`src/rtl/video_pattern_gen.sv`:
```
// Purpose : synthesizable raster source (do/de/hs/vs/fs) with selectable test patterns.
// Latency : en_i sampled high in IDLE at cycle N -> fs_o/hs_o fall at N+1, first de_o at N+max(P,1).
// Backpr. : none; free-running source, downstream must accept every de_o pixel.
//
// Ports:
//   clk, rst      clock, asynchronous active-high reset
//   en_i          run enable, only looked at on frame boundaries
//   w_i, h_i      active pixels per line / active lines per frame (latched per frame)
//   pat_i         pattern: 0 = x, 1 = y, 2 = x+y+frame, 3 = 8x8 checker
//   do_o, de_o    pixel data / pixel valid (do_o holds while de_o=0)
//   hs_o, vs_o    line sync (0 during active line), frame sync (1 from first line start to last line end)
//   fs_o          one-cycle pulse on the first cycle of each frame
//   busy_o        1 whenever a frame is in progress
module video_pattern_gen #(
    parameter int DATA_WIDTH     = 8,
    parameter int LINE_SIZE_MAX  = 4096,
    parameter int LINE_COUNT_MAX = 4096,
    parameter int DE_I_PERIOD    = 0,
    parameter int H_BLANK        = 44,
    parameter int V_BLANK        = 14
) (
    input  logic                              clk,
    input  logic                              rst,
    input  logic                              en_i,
    input  logic [$clog2(LINE_SIZE_MAX):0]    w_i,
    input  logic [$clog2(LINE_COUNT_MAX):0]   h_i,
    input  logic [1:0]                        pat_i,
    output logic [DATA_WIDTH-1:0]             do_o,
    output logic                              de_o,
    output logic                              hs_o,
    output logic                              vs_o,
    output logic                              fs_o,
    output logic                              busy_o
);

    localparam int XW   = $clog2(LINE_SIZE_MAX) + 1;
    localparam int YW   = $clog2(LINE_COUNT_MAX) + 1;
    // P=0 and P=1 both mean one pixel per clock; the slot counter then stays at 0.
    localparam int PE   = (DE_I_PERIOD < 2) ? 1 : DE_I_PERIOD;
    localparam int SW   = (PE < 3) ? 1 : $clog2(PE);
    localparam int BMAX = (H_BLANK > V_BLANK) ? H_BLANK : V_BLANK;
    localparam int BW   = (BMAX < 3) ? 1 : $clog2(BMAX);

    localparam logic [SW-1:0] SLOT_LAST = SW'(PE - 1);
    localparam logic [SW-1:0] SLOT_ONE  = SW'(1);
    localparam logic [BW-1:0] HB_LAST   = BW'(H_BLANK - 1);
    localparam logic [BW-1:0] VB_LAST   = BW'(V_BLANK - 1);
    localparam logic [BW-1:0] B_ONE     = BW'(1);
    localparam logic [XW-1:0] X_ONE     = XW'(1);
    localparam logic [YW-1:0] Y_ONE     = YW'(1);

    typedef enum logic [1:0] {S_IDLE, S_ACTIVE, S_HBLANK, S_VBLANK} state_t;

    state_t                 r_state, w_state;
    logic [XW-1:0]          r_x, w_x, r_w, w_w;
    logic [YW-1:0]          r_y, w_y, r_h, w_h;
    logic [SW-1:0]          r_slot, w_slot;
    logic [BW-1:0]          r_blank, w_blank;
    logic [1:0]             r_pat, w_pat;
    logic [7:0]             r_frame, w_frame;
    logic [DATA_WIDTH-1:0]  r_do, w_do;
    logic                   r_de, w_de, r_hs, w_hs, r_vs, w_vs, r_fs, w_fs, r_busy, w_busy;
    logic                   w_go, w_start;

    assign w_go = en_i && (w_i != '0) && (h_i != '0);

    // Next-state and counter update. The output registers are loaded from the
    // *next* counters so that every output is a plain flop.
    always_comb begin
        w_state = r_state;
        w_x     = r_x;
        w_y     = r_y;
        w_slot  = r_slot;
        w_blank = r_blank;
        w_w     = r_w;
        w_h     = r_h;
        w_pat   = r_pat;
        w_frame = r_frame;
        w_start = 1'b0;
        case (r_state)
            S_IDLE: begin
                w_start = w_go;
            end
            S_ACTIVE: begin
                if (r_slot == SLOT_LAST) begin
                    if (r_x == r_w - X_ONE) begin
                        w_state = S_HBLANK;
                        w_blank = '0;
                    end else begin
                        w_x    = r_x + X_ONE;
                        w_slot = '0;
                    end
                end else begin
                    w_slot = r_slot + SLOT_ONE;
                end
            end
            S_HBLANK: begin
                if (r_blank == HB_LAST) begin
                    if (r_y == r_h - Y_ONE) begin
                        w_state = S_VBLANK;
                        w_blank = '0;
                    end else begin
                        w_state = S_ACTIVE;
                        w_x     = '0;
                        w_slot  = '0;
                        w_y     = r_y + Y_ONE;
                    end
                end else begin
                    w_blank = r_blank + B_ONE;
                end
            end
            S_VBLANK: begin
                if (r_blank == VB_LAST) begin
                    w_frame = r_frame + 8'd1;
                    w_start = w_go;
                    if (!w_go) begin
                        w_state = S_IDLE;
                    end
                end else begin
                    w_blank = r_blank + B_ONE;
                end
            end
            default: w_state = S_IDLE;
        endcase

        // Frame boundary: configuration is captured only here.
        if (w_start) begin
            w_state = S_ACTIVE;
            w_x     = '0;
            w_y     = '0;
            w_slot  = '0;
            w_w     = w_i;
            w_h     = h_i;
            w_pat   = pat_i;
        end
    end

    always_comb begin
        w_fs   = w_start;
        w_busy = (w_state != S_IDLE);
        w_hs   = (w_state != S_ACTIVE);
        w_de   = (w_state == S_ACTIVE) && (w_slot == SLOT_LAST);
        // vs_o falls together with the hs_o rise that ends the last line.
        w_vs   = (w_state == S_ACTIVE) || ((w_state == S_HBLANK) && (w_y != w_h - Y_ONE));
        w_do   = r_do;
        if (w_de) begin
            case (w_pat)
                2'd0:    w_do = DATA_WIDTH'(w_x);
                2'd1:    w_do = DATA_WIDTH'(w_y);
                2'd2:    w_do = DATA_WIDTH'(w_x) + DATA_WIDTH'(w_y) + DATA_WIDTH'(w_frame);
                default: w_do = (w_x[3] ^ w_y[3]) ? {DATA_WIDTH{1'b1}} : '0;
            endcase
        end
    end

    always_ff @(posedge clk or posedge rst) begin
        if (rst) begin
            r_state <= S_IDLE;
            r_x     <= '0;
            r_y     <= '0;
            r_slot  <= '0;
            r_blank <= '0;
            r_w     <= '0;
            r_h     <= '0;
            r_pat   <= '0;
            r_frame <= '0;
            r_do    <= '0;
            r_de    <= 1'b0;
            r_hs    <= 1'b1;
            r_vs    <= 1'b0;
            r_fs    <= 1'b0;
            r_busy  <= 1'b0;
        end else begin
            r_state <= w_state;
            r_x     <= w_x;
            r_y     <= w_y;
            r_slot  <= w_slot;
            r_blank <= w_blank;
            r_w     <= w_w;
            r_h     <= w_h;
            r_pat   <= w_pat;
            r_frame <= w_frame;
            r_do    <= w_do;
            r_de    <= w_de;
            r_hs    <= w_hs;
            r_vs    <= w_vs;
            r_fs    <= w_fs;
            r_busy  <= w_busy;
        end
    end

    assign do_o   = r_do;
    assign de_o   = r_de;
    assign hs_o   = r_hs;
    assign vs_o   = r_vs;
    assign fs_o   = r_fs;
    assign busy_o = r_busy;

endmodule

```
`config.mk`:
```
export PLATFORM = sky130hd
export DESIGN_NAME = video_pattern_gen
export DESIGN_NICKNAME = d
export VERILOG_FILES = /design/src/rtl/video_pattern_gen.sv
export SDC_FILE = /design/constraint.sdc
export NUM_CORES = 1
export LEC_CHECK = 0
export CAP_MARGIN = 0
export CORE_MARGIN = 2
export CORE_UTILIZATION = 30
export DETAILED_ROUTE_END_ITERATION = 7
export SYNTH_ARGS = -nofsm -noshare
export SYNTH_HDL_FRONTEND = slang
export SYNTH_SLANG_ARGS = --single-unit
```
`constraint.sdc`:
```
create_clock -name clk -period 14.95 [get_ports clk]
set_clock_uncertainty 0.2 [all_clocks]
set_input_delay 1.495 -clock clk [delete_from_list [all_inputs] [get_ports clk]]
set_output_delay 1.495 -clock clk [all_outputs]
set_load 0.01 [all_outputs]
```
==> results of run 1 <==
## report_power, final
part / switching (W) / internal [W]
combinational: 0.00000834 / 0.00000779
clock: 0.000100 / 0.000135
sequential: 0 / 0.000227
## final cells by class
| class | count | share of cell area |
|---|---|---|
| Inverter | 62 | 0.0310 |
| Timing Repair Buffer | 46 | 0.0599 |
| Clock buffer | 11 | 0.0321 |
| Clock inverter | 5 | 0.00795 |
| Multi-Input combinational cell | 598 | 0.544 |
| Tap cell | 280 | 0.0464 |
| Sequential cell | 84 | 0.278 |
## cell usage in the layout, fill, tap and decap left out, drive strengths merged, types with 5 or more instances in the layout
master | netlist | layout
nand2 | 105 | 105
dfrtp | 83 | 83
inv | 60 | 60
o21ai | 50 | 50
nor2 | 43 | 43
clkdlybuf4s50 | 0 | 43
xnor2 | 40 | 40
nand3 | 34 | 34
a21oi | 30 | 30
nor3 | 27 | 27
ha | 21 | 21
nor4 | 19 | 19
nand4 | 17 | 17
mux2i | 16 | 16
xor2 | 15 | 15
and3 | 14 | 14
or3 | 12 | 12
clkbuf | 17 | 11
a31oi | 10 | 10
o211ai | 8 | 8
fa | 7 | 7
or4 | 7 | 7
nor4b | 7 | 7
mux2 | 7 | 7
a21o | 6 | 6
a211o | 6 | 6
a211oi | 6 | 6
and2 | 5 | 5
or2 | 5 | 5
clkinv | 2 | 5
## registers in the layout, summed over array words and instances, names as in the netlist
signal   cells
vs_o         1
r_w         13
hs_o         1
r_state      2
r_slot       1
busy_o       1
r_x         13
r_frame      8
r_blank      6
r_h         13
r_pat        2
fs_o         1
do_o         8
r_y         13
de_o         1
## kinds of logic (layout without fill, tap and decap cells)
group                    count (synthesis)  in the layout  share of synthesized area
multiplexers                            23             23                     0.0367
adder cells (fa/ha/maj)                 28             28                     0.0609
AND/OR/NAND/NOR                        318            318                      0.258
AO/OA/AOI/OAI                          173            173                      0.190
flip-flops                              84             84                      0.318
XOR/XNOR                                56             56                     0.0763
buffers and inverters                   95            124                     0.0596
## worst max-delay path by stage
stage	startpoint	end	slack (ns)	cells after the start
floorplan	h_i[3]	do_o[7]	9.09	24
global placement	h_i[8]	vs_o	8.23	18
detailed placement	h_i[8]	vs_o	8.10	18
CTS	h_i[8]	vs_o	8.44	18
global route	h_i[8]	vs_o	7.98	18
finish	h_i[8]	vs_o	8.44	18
## through the flow
| stage | total power (W) | setup WS [ns] | cell area [µm²] |
|---|---|---|---|
| final | 0.000479 | 8.44 | 7560 |
| after global placement | 0.000248 | 8.23 | 7250 |
| after global routing | 0.000497 | 7.98 | 7560 |
| after CTS | 0.000484 | 8.44 | 7560 |
| after floorplan | 0.000236 | 9.09 | 6610 |
| after detailed placement | 0.000248 | 8.10 | 7250 |
## per-layer routing
metal | up-vias | track usage | share of wire
met3 | 39 | 0.0313 | 0.047
li1 | 2847 | - | -
met1 | 2824 | 0.219 | 0.45
met2 | 164 | 0.261 | 0.47
met5 | - | 0 | 0
met4 | 0 | 0.0586 | 0.030
## worst max-delay path: stages
cell and delay (ns):
clkdlybuf4s50_1 0.50, nor4_1 0.52, nand4b_1 0.22, nand4_1 0.17
inv_2 0.15, buf_4 0.37, o21ai_0 0.45, inv_1 0.11
ha_1 0.29, and3_1 0.22, xor2_1 0.16, mux2i_1 0.48
a2111oi_1 0.11, a2111oi_0 0.40, nor4b_2 0.32, o221ai_1 0.17
nor4_1 0.25, a31oi_1 0.11
==> flow_summary.toml, run 1 <==
[synth]
synth_seq_cells = 84
synth.most_common_cell = "nand2_1"
syn_area_per_cell_um2 = 8.51
ys_seq_area_frac = 0.318
ys.flop_type = "dfrtp_1"
yosysTopAreaCellShare = 0.314
ys.warnings.count = 0
yosys-top-cells-area = "dfrtp_1, nand2_1, xnor2_1"
synth_area_leader_cell = "dfrtp_1"
ys_top_cells_by_count = "nand2_1, dfrtp_1, inv_1"
synth_cell_types = 97
synth_edf_count = 0
async_reset_ff_frac = 1.00
syn-instance-count = 777
syn_nets = 836
synth.cell_area_um2 = 6610

[floorplanning]
io_pins = 44
rows = 54
core_area_um2 = 21800
die_width_um = 152
start_util = 0.304
die_h_um = 152
die_area_um2 = 23200

[pwr]
peakVddDrop_uv = 49.4
power.density_nw_per_um2 = 63.3
leakagePower_nw = 3.28

[sta]
worst_pin_slew_ns = 0.788
finalCritPeriodShare = 0.435
fmax_mhz = 154
finalCriticalPeriod_ns = 6.51
setup_viol = 0
rsz0062_at_grt = "no"
slew_violations = 0
tns_ns = 0
whs_ns = 0.282
slew-limit-headroom = 0.473
finalHoldViolCount = 0

[critical_path]
startpoint_type = "primary input"
end_kind = "register"
crit_required_ns = 14.97
crit_arrival_ns = 6.53
regToRegStartpoint = "r_h[0]"
r2r_slack_ns = 8.85
reg2reg_to = "do_o[7]"
path_max_fanout = 62
r2r_cells = 24
worst-setup-path-type = "in -> reg"

[hold_path]
worstHoldPathCells = 1
hold_path_end = "r_frame[5]"
min-delay-start = "r_frame[5]"
hp-class = "reg -> reg"

[clock_tree]
cts_root_buf = "clkbuf_16"
clk_path_buf_depth = 2
path_clk_slew_ns = 0.06
clk-insertion-delay-late_ns = 0.35
cts_hold_buffers = 0
cts_buffers = 9
tritoncts = "built"
htree_num_levels = 3
cts-resized-gates = 0
cts.sinks = 84
post-cts-setup-buffers = 0

[job]
maxCapViolCount = 0

[global_routing]
grt_pass1_wl_mm = 30.5
grt_max_degree = 63
antenna_found_initial = 0
grt.overflow.total = 0
grt_usage = 0.162
grt_pass1_vias = 5719

[route]
post-route-drc-count = 0
avgViaCountPerCell = 5.41
routed_wl_mm = 18.3
first_iter_violations = 411
postRouteAntennaNets = 0
dr.pass1.iters = 5
wl_per_cell_um = 16.9
via_count = 5874

[layout]
ff_latch_area_um2 = 2100
num-fill-cells = 2221
multiInputGateArea_um2 = 4110
layoutNonFillerInstCount = 1086
nets = 860
area_growth_pct = 14.3
drive_gt1_frac = 0.0819
diodes = 0
finish.utilization = 0.347

[placed_design]
dpl.cell_count = 1070
place.gp.congestion = 0.877
hpwl_mm = 13.9
numPortBuffers = 43

[outcome]
outcome = "finished, final reports clean"
No activity file was read; power rests on OpenSTA's default activity.
==> inputs of run 2 (changes only) <==
==> constraint.sdc (replaced) <==
create_clock -name clk -period 5.3 [get_ports clk]
set_clock_uncertainty 0.2 [all_clocks]
set_input_delay 0.53 -clock clk [delete_from_list [all_inputs] [get_ports clk]]
set_output_delay 0.53 -clock clk [all_outputs]
set_load 0.01 [all_outputs]
==> flow_summary.toml, run 2 (synthesized netlist as in run 1, its figures left out) <==
[layout]
diodes = 0
drive_gt1_frac = 0.204
final_cell_mix = "nand2_1, dfrtp_1, buf_4"
nets = 935
layoutNonFillerInstCount = 1161
num-fill-cells = 2207
area_growth_pct = 26.5
final_common_cell = "nand2_1"

[placed_design]
numPortBuffers = 43
dpl.cell_count = 1135
hpwl_mm = 14.6
place.gp.congestion = 0.874

[pwr]
p_clk_frac = 0.483
peakVddDrop_uv = 111
design_power_total_w = 0.00133
power_frac_comb = 0.035
switching_share = 0.224
p_switching_w = 0.000297
leakagePower_nw = 3.72
power.density_nw_per_um2 = 159
p_int_w = 0.00103
sequentialPowerShare = 0.482

[clock_tree]
path_clk_slew_ns = 0.07
tritoncts = "built"
cts_buffers = 9
cts_root_buf = "clkbuf_16"
htree_num_levels = 3
cts_hold_buffers = 0
clk_path_buf_depth = 2
clk-insertion-delay-late_ns = 0.35
cts.sinks = 84

[floorplanning]
die_width_um = 152
die_area_um2 = 23200
start_util = 0.304
io_pins = 44
die_h_um = 152
core_area_um2 = 21800
rows = 54

[route]
top_layer = "met4"
post-route-drc-count = 0
wl_met3_um = 967
wl_met1_mm = 9.20
wl_per_cell_um = 16.4
via_count = 6124
dr.pass1.iters = 5
routed_wl_mm = 19.1
avgViaCountPerCell = 5.27
first_iter_violations = 440
postRouteAntennaNets = 0
met2_length_mm = 8.61

[sta]
fmax_mhz = 191
worst_pin_slew_ns = 0.988
finalCriticalPeriod_ns = 5.24
setup_viol = 0
rsz0062_at_grt = "yes"
slew_violations = 0
finalHoldViolCount = 0
whs_ns = 0.282
slew-limit-headroom = 0.341
finalCritPeriodShare = 0.989

[critical_path]
reg2reg_to = "do_o[7]"
crit_arrival_ns = 5.28
r2r_slack_ns = 0.06
crit_start = "r_h[8]"
startpoint_type = "register"
r2r_cells = 23
crit_required_ns = 5.34
end_kind = "register"
endpoint = "do_o[7]"
regToRegStartpoint = "r_h[8]"
worst-setup-path-type = "reg -> reg"
path_max_fanout = 11

[global_routing]
grt.overflow.total = 0
grt_pass1_vias = 5751
grt_pass1_wl_mm = 30.4
grt_max_degree = 55
grt_usage = 0.162
antenna_found_initial = 0

[outcome]
outcome = "finished, final reports clean"

[hold_path]
hp-class = "reg -> reg"
min-delay-start = "r_frame[5]"

[job]
maxCapViolCount = 0
## run 2: cell count changes in the layout (fill, tap and decap cells not counted), sizes merged
cell      previous run  this run
clkbuf              11         9
buf                  3        78
clkinv               5         6
inv                 60        62
clkinvlp             1         0
## run 2: critical path, stage by stage, from the launching register on
cell      delay (ns)
dfrtp_1         0.39
buf_4           0.18
or3_1           0.43
nor3_1          0.17
nand4_1         0.22
a32oi_4         0.37
nand2_2         0.11
mux2_4          0.32
or2_4           0.26
mux2i_1         0.13
ha_1            0.29
ha_2            0.18
inv_2           0.04
fa_2            0.39
inv_2           0.06
a21oi_2         0.04
o21bai_1        0.18
a21o_1          0.15
a21oi_2         0.06
xnor2_2         0.14
or4_4           0.52
o21ai_2         0.08
xnor2_1         0.13
o21ai_1         0.08
## run 2: cell type report
cell class              count  area (µm²)  share of cell area
clock buffers               9         225              0.0269
clock inverters             7        71.3             0.00853
inverters                  62         234              0.0280
multi-input cells         598        4340               0.519
flip-flops and latches     84        2100               0.252
well taps                 280         350              0.0419
repair buffers            121        1040               0.124
## run 2: timing repair
| item | CTS | global route |
|---|---|---|
| setup buffers | 1 | 9 |
| setup endpoints to repair | 1 | 4 |
| resized for setup | 5 | 45 |
| pin swaps | 4 | 28 |
## run 2: how the worst min path moves through the flow
| stage | end | slack [ns] | depth (start not counted) |
|---|---|---|---|
| 5_1_grt | r_frame[5] | 0.32 | 1 |
| 3_3_place_gp | do_o[0] | 0.27 | 1 |
| 3_5_place_dp | r_frame[5] | 0.27 | 1 |
| 2_1_floorplan | r_frame[5] | 0.25 | 1 |
| 6_report | r_frame[5] | 0.28 | 1 |
| 4_1_cts | r_frame[5] | 0.28 | 1 |
## run 2: routing by layer
metal | track usage | vias to the layer above
met5 | 0 | -
met4 | 0.0463 | 0
met3 | 0.0259 | 21
met2 | 0.248 | 182
met1 | 0.236 | 2914
li1 | - | 3007
## run 2: power groups by stage
| stage | clock, W | sequential [W] | combinational (W) |
|---|---|---|---|
| 6_report | 0.000641 | 0.000641 | 0.0000466 |
| 5_1_grt | 0.000680 | 0.000640 | 0.0000519 |
| 4_1_cts | 0.000661 | 0.000641 | 0.0000480 |
| 3_5_place_dp | 0 | 0.000653 | 0.0000476 |
| 3_3_place_gp | 0 | 0.000653 | 0.0000476 |
| 2_1_floorplan | 0 | 0.000653 | 0.0000122 |
## run 2: per-stage QoR
step	utilization	instance area (µm²)	TNS (ns)	setup slack (ns)
finish	0.384	8360	0	0.0596
global route	0.384	8360	-0.245	-0.198
CTS	0.372	8090	0	0.0102
detailed placement	0.357	7760	0	0.00889
global placement	0.357	7760	0	0.0440
floorplan	-	6620	0	0.0134
==> inputs of run 3 (changes only) <==
--- a/config.mk
+++ b/config.mk
@@ -9,6 +9,8 @@
 export CORE_MARGIN = 2
 export CORE_UTILIZATION = 30
 export DETAILED_ROUTE_END_ITERATION = 7
+export PLACE_DENSITY = 0.47
+export SETUP_SLACK_MARGIN = 0.3
 export SYNTH_ARGS = -nofsm -noshare
 export SYNTH_HDL_FRONTEND = slang
 export SYNTH_SLANG_ARGS = --single-unit
==> flow_summary.toml, run 3 (synthesized netlist as in run 1, its figures left out) <==
[outcome]
outcome = "finished, final reports clean"

[route]
wl_per_cell_um = 17.8
post-route-drc-count = 0
avgViaCountPerCell = 5.23
dr.pass1.iters = 5
routed_wl_mm = 21.0
first_iter_violations = 340
via_count = 6155
postRouteAntennaNets = 0

[critical_path]
crit_start = "r_h[2]"
r2r_cells = 22
reg2reg_to = "do_o[7]"
r2r_slack_ns = 0.16
regToRegStartpoint = "r_h[2]"
path_max_fanout = 5
crit_arrival_ns = 5.19
worst-setup-path-type = "reg -> reg"
end_kind = "register"
startpoint_type = "register"
crit_required_ns = 5.34

[pwr]
p_int_w = 0.00101
design_power_total_w = 0.00133
p_clk_frac = 0.481
switching_share = 0.238
p_switching_w = 0.000317
sequentialPowerShare = 0.481
power.density_nw_per_um2 = 156
peakVddDrop_uv = 113
leakagePower_nw = 3.75
power_frac_comb = 0.038

[placed_design]
numPortBuffers = 43
place.gp.congestion = 0.850
dp_slack_ns = 0.00187
postPlaceCellArea_um2 = 7880
hpwl_mm = 16.2

[sta]
rsz0062_at_grt = "yes"
slew_violations = 0
worst_slack_ns = 0.156
finalCriticalPeriod_ns = 5.14
setup_viol = 0
whs_ns = 0.295
slew-limit-headroom = 0.420
finalHoldViolCount = 0
finalCritPeriodShare = 0.971
fmax_mhz = 194
worst_pin_slew_ns = 0.867

[hold_path]
hold_path_end = "do_o[0]"
min-delay-start = "do_o[0]"
worstHoldPathCells = 1
hp-class = "reg -> reg"

[clock_tree]
cts_root_buf = "clkbuf_16"
cts.sinks = 84
tritoncts = "built"
htree_num_levels = 3
clk_path_buf_depth = 2
clk-insertion-delay-late_ns = 0.36
cts_hold_buffers = 0
path_clk_slew_ns = 0.07
cts_buffers = 9

[global_routing]
grt_max_degree = 52
grt_pass1_wl_mm = 33.8
grt_pass1_vias = 6034
grt.overflow.total = 0
grt_usage = 0.183
antenna_found_initial = 0

[layout]
final_area_um2 = 8520
area_growth_pct = 28.8
nets = 951
final_common_cell = "nand2_1"
diodes = 0
final_cell_mix = "nand2_1, buf_4, dfrtp_1"
drive_gt1_frac = 0.229

[floorplanning]
core_area_um2 = 21800
die_h_um = 152
die_area_um2 = 23200
die_width_um = 152
rows = 54
start_util = 0.304
io_pins = 44

[job]
maxCapViolCount = 0
run 3: what timing repair did:
item / 4_1_cts / 5_1_grt
gates cloned: 0 / 1
setup buffers: 9 / 8
pin swaps: 12 / 28
setup endpoints to repair: 2 / 5
gates resized for setup: 20 / 32
run 3: worst max-delay path by stage:
stage,endpoint,cells past startpoint
2_1_floorplan,do_o[7],23
3_3_place_gp,do_o[7],23
3_5_place_dp,do_o[7],23
4_1_cts,do_o[7],22
5_1_grt,do_o[7],22
6_report,do_o[7],22
run 3: cell type report:
cell class,instances,area (µm²)
clock buffers,11,253
clock inverters,5,42.5
fillers,2253,13200
multi-input cells,599,4390
inverters,62,235
repair buffers,136,1140
well taps,280,350
flip-flops and latches,84,2110
run 3: worst max-delay path: stages, from the launching register on:
cell	delay, ns
dfrtp_2	0.45
or4_4	0.60
o31a_1	0.36
buf_4	0.15
a211oi_4	0.26
nand2_2	0.11
mux2_4	0.32
or2_4	0.27
mux2i_1	0.12
ha_1	0.28
ha_2	0.18
inv_2	0.04
fa_2	0.38
inv_2	0.06
a21oi_2	0.05
o21bai_2	0.14
a21o_1	0.15
a21oi_2	0.06
xnor2_1	0.13
or4_1	0.39
o21ai_1	0.11
xnor2_1	0.13
o21ai_1	0.07
run 3: stage by stage:
step	std cells	utilization	setup TNS [ns]
4_1_cts	1168	0.383	0
2_1_floorplan	777	-	0
5_1_grt	1177	0.391	-0.0464
3_5_place_dp	1143	0.362	0
3_3_place_gp	1143	0.362	0
6_report	1177	0.391	0
run 3: power by group through the flow:
stage / logic [W] / clock network, W / registers, W
4_1_cts: 0.0000504 / 0.000659 / 0.000641
3_5_place_dp: 0.0000501 / 0 / 0.000653
5_1_grt: 0.0000550 / 0.000688 / 0.000640
2_1_floorplan: 0.0000122 / 0 / 0.000653
6_report: 0.0000500 / 0.000640 / 0.000641
3_3_place_gp: 0.0000506 / 0 / 0.000653
run 3: per-layer routing:
| layer | global-route usage | part of all wire | up-vias |
|---|---|---|---|
| met5 | 0 | 0 | - |
| met4 | 0.0397 | 0.012 | 0 |
| met3 | 0.0304 | 0.031 | 14 |
| met2 | 0.291 | 0.46 | 92 |
| met1 | 0.263 | 0.50 | 3004 |
| li1 | - | - | 3045 |
